### src/rtl/inst_fetch_queue_pkg.sv
// Shared definitions for the instruction prefetch queue: the nop encoding
// presented when no instruction is available and the fetch FSM states.
package inst_fetch_queue_pkg;

   // Existing nop encoding of the codebase, shown on inst while the head is empty.
   localparam logic [15:0] IFQ_NOP = 16'hF000;

   // Fetch FSM states.
   //   IFQ_IDLE : no request outstanding (queue full or just reset)
   //   IFQ_REQ  : request at fetch_pc outstanding, its data will be enqueued
   //   IFQ_DROP : request outstanding whose data must be discarded (redirected)
   typedef enum logic [1:0] {
      IFQ_IDLE = 2'd0,
      IFQ_REQ  = 2'd1,
      IFQ_DROP = 2'd2
   } ifq_state_e;

endpackage

### src/rtl/inst_fetch_queue_if.sv
// Instruction memory bus between the prefetch queue (master) and the
// instruction memory (slave).
//
// Handshake: mem_req is a level request; mem_addr is held stable for as long
// as mem_req=1. A transaction completes in exactly the cycle where
// mem_req & mem_ack are both high, and mem_rdata is only meaningful in that
// cycle. mem_ack while mem_req=0 has no effect. Only one transaction is ever
// outstanding and a raised request is never withdrawn before its ack.
interface inst_fetch_queue_if #(
   parameter int ADDR_W = 16,
   parameter int DATA_W = 16
);
   logic              mem_req;
   logic [ADDR_W-1:0] mem_addr;
   logic              mem_ack;
   logic [DATA_W-1:0] mem_rdata;

   modport master (output mem_req, output mem_addr, input mem_ack, input mem_rdata);
   modport slave  (input mem_req, input mem_addr, output mem_ack, output mem_rdata);
endinterface

### src/rtl/inst_fetch_queue_fifo.sv
// DEPTH-entry ring buffer of {inst, pc_plus_1} entries for the prefetch queue.
// The caller never writes when full and never reads when empty; flush empties
// the ring in one cycle and wins over a same-cycle write or read.
module inst_fetch_queue_fifo #(
   parameter int DEPTH = 4,
   parameter int WIDTH = 32
) (
   input  logic                   clk,
   input  logic                   pc_reset,
   input  logic                   wr_en,
   input  logic                   rd_en,
   input  logic                   flush,
   input  logic [WIDTH-1:0]       wr_data,
   output logic [WIDTH-1:0]       rd_data,
   output logic [$clog2(DEPTH):0] count
);
   localparam int PTR_W = $clog2(DEPTH);

   logic [WIDTH-1:0] ring [DEPTH];
   logic [PTR_W-1:0] wr_ptr;
   logic [PTR_W-1:0] rd_ptr;

   // Pointer and occupancy bookkeeping; pointers wrap naturally mod DEPTH.
   always_ff @(posedge clk or posedge pc_reset) begin
      if (pc_reset) begin
         wr_ptr <= '0;
         rd_ptr <= '0;
         count  <= '0;
      end else if (flush) begin
         wr_ptr <= '0;
         rd_ptr <= '0;
         count  <= '0;
      end else begin
         if (wr_en) wr_ptr <= wr_ptr + PTR_W'(1);
         if (rd_en) rd_ptr <= rd_ptr + PTR_W'(1);
         case ({wr_en, rd_en})
            2'b10:   count <= count + 1'b1;
            2'b01:   count <= count - 1'b1;
            default: count <= count;
         endcase
      end
   end

   // Entry storage; contents need no reset because count gates their use.
   always_ff @(posedge clk) begin
      if (wr_en && !flush) ring[wr_ptr] <= wr_data;
   end

   assign rd_data = ring[rd_ptr];

endmodule

### src/rtl/inst_fetch_queue.sv
// Instruction prefetch queue between a multi-cycle instruction memory and the
// IF/ID register. Streams sequential instructions into a small ring and pops
// one per deq; a redirect flushes the queue and restarts fetch. A request
// already issued when a redirect arrives is completed and its data dropped.
// Optional feature macro: IFQ_BYPASS_EN (empty queue + ack + deq forwards
// mem_rdata straight to inst in the same cycle instead of enqueueing it).
module inst_fetch_queue
   import inst_fetch_queue_pkg::*;
#(
   parameter int DEPTH  = 4,
   parameter int ADDR_W = 16,
   parameter int DATA_W = 16
) (
   input  logic                   clk,
   input  logic                   pc_reset,
   input  logic                   redirect,
   input  logic [ADDR_W-1:0]      redirect_addr,
   inst_fetch_queue_if.master     mem,
   input  logic                   deq,
   output logic                   inst_valid,
   output logic [DATA_W-1:0]      inst,
   output logic [ADDR_W-1:0]      inst_pc_plus_1,
   output logic [$clog2(DEPTH):0] count,
   output ifq_state_e             state_dbg
);
   localparam int CNT_W = $clog2(DEPTH) + 1;
   localparam int ENT_W = DATA_W + ADDR_W;

   ifq_state_e        state;
   ifq_state_e        state_n;
   logic [ADDR_W-1:0] fetch_pc;
   logic [ADDR_W-1:0] drop_addr;
   logic [ADDR_W-1:0] pc_inc;
   logic [CNT_W-1:0]  fifo_count;
   logic [ENT_W-1:0]  head;
   logic              take;
   logic              pop;
   logic              bypass;
   logic              wr_en;
   logic              slot_free;
   int                cnt_after;

   assign pc_inc = fetch_pc + ADDR_W'(1);

   // Accepted data: ack of a live (not dropped) request, not cancelled by redirect.
   assign take = (state == IFQ_REQ) && mem.mem_ack && !redirect;
   // Pops only from a non-empty queue; redirect overrides deq.
   assign pop  = deq && (fifo_count != '0) && !redirect;

`ifdef IFQ_BYPASS_EN
   assign bypass = take && (fifo_count == '0) && deq;
`else
   assign bypass = 1'b0;
`endif

   assign wr_en = take && !bypass;

   // Occupancy after this edge decides whether another request may be issued.
   always_comb begin
      cnt_after = int'(fifo_count) + int'(wr_en) - int'(pop);
      slot_free = (cnt_after < DEPTH);
   end

   // FSM state register.
   always_ff @(posedge clk or posedge pc_reset) begin
      if (pc_reset) state <= IFQ_IDLE;
      else          state <= state_n;
   end

   // FSM next state: redirect first, then ack completion and slot availability.
   always_comb begin
      state_n = state;
      case (state)
         IFQ_IDLE: begin
            if (redirect || slot_free) state_n = IFQ_REQ;
         end
         IFQ_REQ: begin
            if (redirect)          state_n = mem.mem_ack ? IFQ_REQ : IFQ_DROP;
            else if (mem.mem_ack)  state_n = slot_free ? IFQ_REQ : IFQ_IDLE;
         end
         IFQ_DROP: begin
            if (mem.mem_ack) state_n = IFQ_REQ;
         end
         default: state_n = IFQ_IDLE;
      endcase
   end

   // Fetch address and the address held on the bus while a dropped request drains.
   always_ff @(posedge clk or posedge pc_reset) begin
      if (pc_reset) begin
         fetch_pc  <= '0;
         drop_addr <= '0;
      end else begin
         if (redirect)  fetch_pc <= redirect_addr;
         else if (take) fetch_pc <= pc_inc;
         if ((state == IFQ_REQ) && redirect && !mem.mem_ack) drop_addr <= fetch_pc;
      end
   end

   assign mem.mem_req  = (state != IFQ_IDLE);
   assign mem.mem_addr = (state == IFQ_DROP) ? drop_addr : fetch_pc;

   inst_fetch_queue_fifo #(
      .DEPTH (DEPTH),
      .WIDTH (ENT_W)
   ) u_fifo (
      .clk      (clk),
      .pc_reset (pc_reset),
      .wr_en    (wr_en),
      .rd_en    (pop),
      .flush    (redirect),
      .wr_data  ({mem.mem_rdata, pc_inc}),
      .rd_data  (head),
      .count    (fifo_count)
   );

   // Head presentation: registered entry, nop when empty, or the bypassed word.
   always_comb begin
      inst_valid     = (fifo_count != '0);
      inst           = inst_valid ? head[ENT_W-1:ADDR_W] : DATA_W'(IFQ_NOP);
      inst_pc_plus_1 = inst_valid ? head[ADDR_W-1:0] : '0;
      if (bypass) begin
         inst_valid     = 1'b1;
         inst           = mem.mem_rdata;
         inst_pc_plus_1 = pc_inc;
      end
   end

   assign count     = fifo_count;
   assign state_dbg = state;

endmodule

### src/flat_wrapper.sv
// flat-port wrapper written by rule: the top's interface ports become plain ports
module inst_fetch_queue_flat import inst_fetch_queue_pkg::*;
#(
   parameter int DEPTH  = 4,
   parameter int ADDR_W = 16,
   parameter int DATA_W = 16
)
  (clk, pc_reset, redirect, redirect_addr, deq, inst_valid, inst, inst_pc_plus_1, count, state_dbg, mem_mem_req, mem_mem_addr, mem_mem_ack, mem_mem_rdata);
  inst_fetch_queue_if #(.ADDR_W(ADDR_W), .DATA_W(DATA_W)) mem_i ();
  input  logic clk;
  input  logic pc_reset;
  input  logic redirect;
  input  logic [ADDR_W-1:0] redirect_addr;
  input  logic deq;
  output logic inst_valid;
  output logic [DATA_W-1:0] inst;
  output logic [ADDR_W-1:0] inst_pc_plus_1;
  output logic [$clog2(DEPTH):0] count;
  output ifq_state_e state_dbg;
  output wire logic [$bits(mem_i.mem_req)-1:0] mem_mem_req;
  output wire logic [$bits(mem_i.mem_addr)-1:0] mem_mem_addr;
  input wire logic [$bits(mem_i.mem_ack)-1:0] mem_mem_ack;
  input wire logic [$bits(mem_i.mem_rdata)-1:0] mem_mem_rdata;
  assign mem_mem_req = mem_i.mem_req;
  assign mem_mem_addr = mem_i.mem_addr;
  assign mem_i.mem_ack = mem_mem_ack;
  assign mem_i.mem_rdata = mem_mem_rdata;
  inst_fetch_queue #(.DEPTH(DEPTH), .ADDR_W(ADDR_W), .DATA_W(DATA_W)) u_core (.clk(clk), .pc_reset(pc_reset), .redirect(redirect), .redirect_addr(redirect_addr), .mem(mem_i), .deq(deq), .inst_valid(inst_valid), .inst(inst), .inst_pc_plus_1(inst_pc_plus_1), .count(count), .state_dbg(state_dbg));
endmodule
### config.mk
export PLATFORM = sky130hd
export DESIGN_NAME = inst_fetch_queue_flat
export DESIGN_NICKNAME = d
export VERILOG_FILES = /design/src/rtl/inst_fetch_queue_pkg.sv /design/src/rtl/inst_fetch_queue_if.sv /design/src/rtl/inst_fetch_queue_fifo.sv /design/src/rtl/inst_fetch_queue.sv /design/src/flat_wrapper.sv
export SDC_FILE = /design/constraint.sdc
export NUM_CORES = 1
export LEC_CHECK = 0
export CAP_MARGIN = 10
export CORE_ASPECT_RATIO = 0.75
export CORE_MARGIN = 2
export CORE_UTILIZATION = 40
export CTS_CLUSTER_DIAMETER = 200
export CTS_CLUSTER_SIZE = 14
export DETAILED_ROUTE_END_ITERATION = 16
export PLACE_DENSITY = 0.62
export SKIP_LAST_GASP = 1
export SLEW_MARGIN = 20
export SYNTH_ARGS = -nofsm -noshare
export SYNTH_HDL_FRONTEND = slang
export SYNTH_SLANG_ARGS = --single-unit
### constraint.sdc
create_clock -name clk -period 5.4 [get_ports clk]
set_input_delay 1.08 -clock clk [delete_from_list [all_inputs] [get_ports clk]]
set_output_delay 1.08 -clock clk [all_outputs]
set_load 0.02 [all_outputs]
==> results_dict.tcl <==
set metrics [dict create \
    ir_worst_vdd_mv 0.183 \
    combPwrFrac_pct 33.4 \
    core_sq_um 18400 \
    gp_congestion 0.746 \
    cts_buffers 17 \
    htreeDepth 4 \
    regToRegEndpoint "u_core.state_dbg[0]" \
    die_w_microns 162 \
    critPathMaxStageDelay_ns 0.76 \
    synth_area_sq_um 7480 \
    ys_ff_latch 169 \
    r2r_start "u_core.state_dbg[1]" \
    area_delta_synth_final_pct 22.9 \
    syn_nets 515 \
    rsz0062_at_grt "false" \
    ys_seq_area_share_pct 65.1 \
    drive_gt1_share_pct 18.5 \
    grt_pass1_wl_mm 23.3 \
    initial_core_util_pct 40.7 \
    hold_buffers 0 \
    report.final.setup_viol 0 \
    crit_chain "buf_4, mux4_2, and2_1, clkdlybuf4s50_1" \
    port_buffers 91 \
    clockBufferDepth 2 \
    skew_ns 0.00867 \
    finalWirelength_mm 15.0 \
    max_freq_mhz 250 \
    first_pass_iters 4 \
    required_ns 4.32 \
    post_synth.cell_area_avg_sq_um 15.9 \
    diodes 0 \
    wire_per_inst_microns 18.4 \
    critPathKind "flip-flop to output port" \
    p_total_mw 4.41 \
    hold_path_depth 1 \
    finalSetupTns_ns 0 \
    ys_types 48 \
    p_switching_mw 1.37 \
    rows 43 \
    seqPwrFrac_pct 39.1 \
    final-hold-violation-count 0 \
    yosysTopAreaCellShare_pct 51.4 \
    ant_nets 0 \
    clk_latency_ns 0.43 \
    nets 604 \
    critPathLaunchType "flip-flop" \
    cts_tree "built" \
    relSlewSlack_pct 42.1 \
    final_cells 816 \
    status "complete, no violations" \
    hold_class "flip-flop to flip-flop" \
    power_frac_clock_pct 27.5 \
    worstHoldEndpoint "u_core.drop_addr[3]" \
    drc 0 \
    first_iter_violations 320 \
    synthTopCellsByArea "edfxtp_1 (51%), dfrtp_1 (14%), mux4_2 (9.6%), mux2_2 (3.5%), and2_1 (2.8%)" \
    grt_pass1_vias 4223 \
    tightest_slew_ns 0.868 \
    antenna_found_initial 0 \
    min_from "u_core.drop_addr[3]" \
    cts_resized 0 \
    grt_util_all_layers_pct 15.9 \
    crit_arrival_ns 2.92 \
    fin_crit_sh_pct 74.1 \
    io_pins 92 \
    power.density_nw_per_um2 479 \
    avgViaCountPerCell 5.08 \
    numClockSinks 169 \
    cpLargestDelayFamily "buffers and inverters" \
    dp_cells 786 \
    path_clk_slew_ns 0.06 \
    overflow 0 \
    rrSetupSlack_ns 2.44 \
    vias 4143 \
    grt_max_degree 45 \
    leakagePower_nw 3.17 \
    finalMaxSlewViolations 0 \
    cp_max_fo 18 \
    hpwl_mm 9.61 \
    yosysWarningCount 0 \
    layout_min_cycle_time_ns 4.00 \
    maxCapViolations 0 \
    dieArea_sq_um 19800 \
    cp_num_buf_inv 2 \
    p_int_mw 3.03 \
    synthCells 469 \
    cts_root_buf "clkbuf_16" \
    p_sw_share_pct 31.1 \
    crit_path_end_kind "output port" \
    die_h_microns 122 \
    synth_top_cell_by_area "edfxtp_1" \
    slowest_stage "dfrtp_2" \
    cts_setup_buffers 0 \
    reg2reg_depth 10 \
]
sequential cells by signal (all words and copies together), names as in the netlist:
| register | cells |
|---|---|
| u_core.drop_addr | 16 |
| u_core.u_fifo.rd_ptr | 2 |
| u_core.u_fifo.ring | 128 |
| u_core.fetch_pc | 16 |
| u_core.state_dbg | 2 |
| u_core.u_fifo.count | 3 |
| u_core.u_fifo.wr_ptr | 2 |
power groups by stage:
stage | logic (mW) | clock network, mW | registers [mW]
after floorplan | 0.959 | 0 | 1.68
after global placement | 1.48 | 0 | 1.74
after detailed placement | 1.49 | 0 | 1.75
after CTS | 1.50 | 1.24 | 1.72
after global routing | 1.59 | 1.29 | 1.75
final | 1.47 | 1.21 | 1.72
layer usage:
layer | routed length [microns] | track usage (%) | share of wire [%] | vias up
li1 | - | - | - | 1930
met1 | 7380 | 22.4 | 49 | 2086
met2 | 6510 | 23.6 | 43 | 117
met3 | 1050 | 5.75 | 7.0 | 10
met4 | 79 | 3.65 | 0.53 | 0
met5 | 0 | 0 | 0 | -
area by class of cell:
class                   count  area [sq um]
repair buffers             99           971
clock inverters            13           154
inverters                  10          37.5
well taps                 247           309
fillers                  1568          9210
clock buffers              17           425
multi-input cells         261          2420
flip-flops and latches    169          4870
cell usage in the layout, fill, tap and decap left out, types with 3 or more instances in the layout:
cell type,Yosys,routed
clkbuf_16,0,17
nand3_1,9,9
edfxtp_1,128,128
o21ai_1,4,4
and2_1,33,33
nor4_1,7,7
mux2i_1,5,5
mux2_2,23,23
clkdlybuf4s50_1,0,91
nand2_1,26,26
buf_4,3,8
nor3_1,10,10
bufinv_16,0,3
nor2b_1,3,3
xor2_1,9,9
nand2b_1,3,3
nor2_1,12,12
mux2_1,10,10
clkinv_1,0,4
mux4_2,32,32
dfrtp_1,41,40
inv_1,10,10
a21oi_1,3,3
or2_2,5,5
ha_1,8,8
nand4_1,4,4
xnor2_1,21,21
o21ai_0,12,12
cells by family (layout without fill, tap and decap cells):
family	count (synthesis)	in the layout	synth area share, %
multiplexers	70	70	15.3
AND/OR/NAND/NOR	127	127	10.1
adder cells (fa/ha/maj)	9	9	1.61
buffers and inverters	39	139	2.51
flip-flops	169	169	65.1
AO/OA/AOI/OAI	25	25	1.94
XOR/XNOR	30	30	3.51
how the worst max path moves through the flow:
stage / end / cells after the start / startpoint
floorplan: u_core.state_dbg[0] / 10 / redirect
global placement: u_core.state_dbg[0] / 11 / mem_mem_ack
detailed placement: u_core.state_dbg[0] / 11 / mem_mem_ack
CTS: inst_pc_plus_1[3] / 4 / u_core.u_fifo.count[1]
global route: inst_pc_plus_1[3] / 4 / u_core.u_fifo.count[1]
finish: inst_pc_plus_1[0] / 4 / u_core.u_fifo.rd_ptr[0]
cells in the mapped netlist (all sizes together):
cell,number
nor2b,3
nand4b,1
nand2,27
nor3,11
nor2,13
and2,34
a21oi,3
mux4,32
or2,5
ha,8
o22ai,1
a21boi,1
nand4,5
inv,10
o31a,1
and3,2
dfrtp,41
xor2,9
a22oi,1
nand3b,2
clkbuf,12
nand3,10
edfxtp,128
nand2b,3
and3b,1
xnor2,21
a211oi,1
fa,1
nor3b,1
mux2,33
mux2i,5
nor4,8
or4,1
buf,17
o21ai,16
o31ai,1
through the flow:
stage	hold slack [ns]	cell area [sq um]	util [%]	worst slack, ns
floorplan	0.454	7480	-	2.20
global placement	0.465	8610	46.8	1.48
detailed placement	0.476	8610	46.8	1.31
CTS	0.490	9190	49.9	1.30
global route	0.509	9190	49.9	1.15
finish	0.486	9190	49.9	1.40
(Power assumes the default switching activity.)
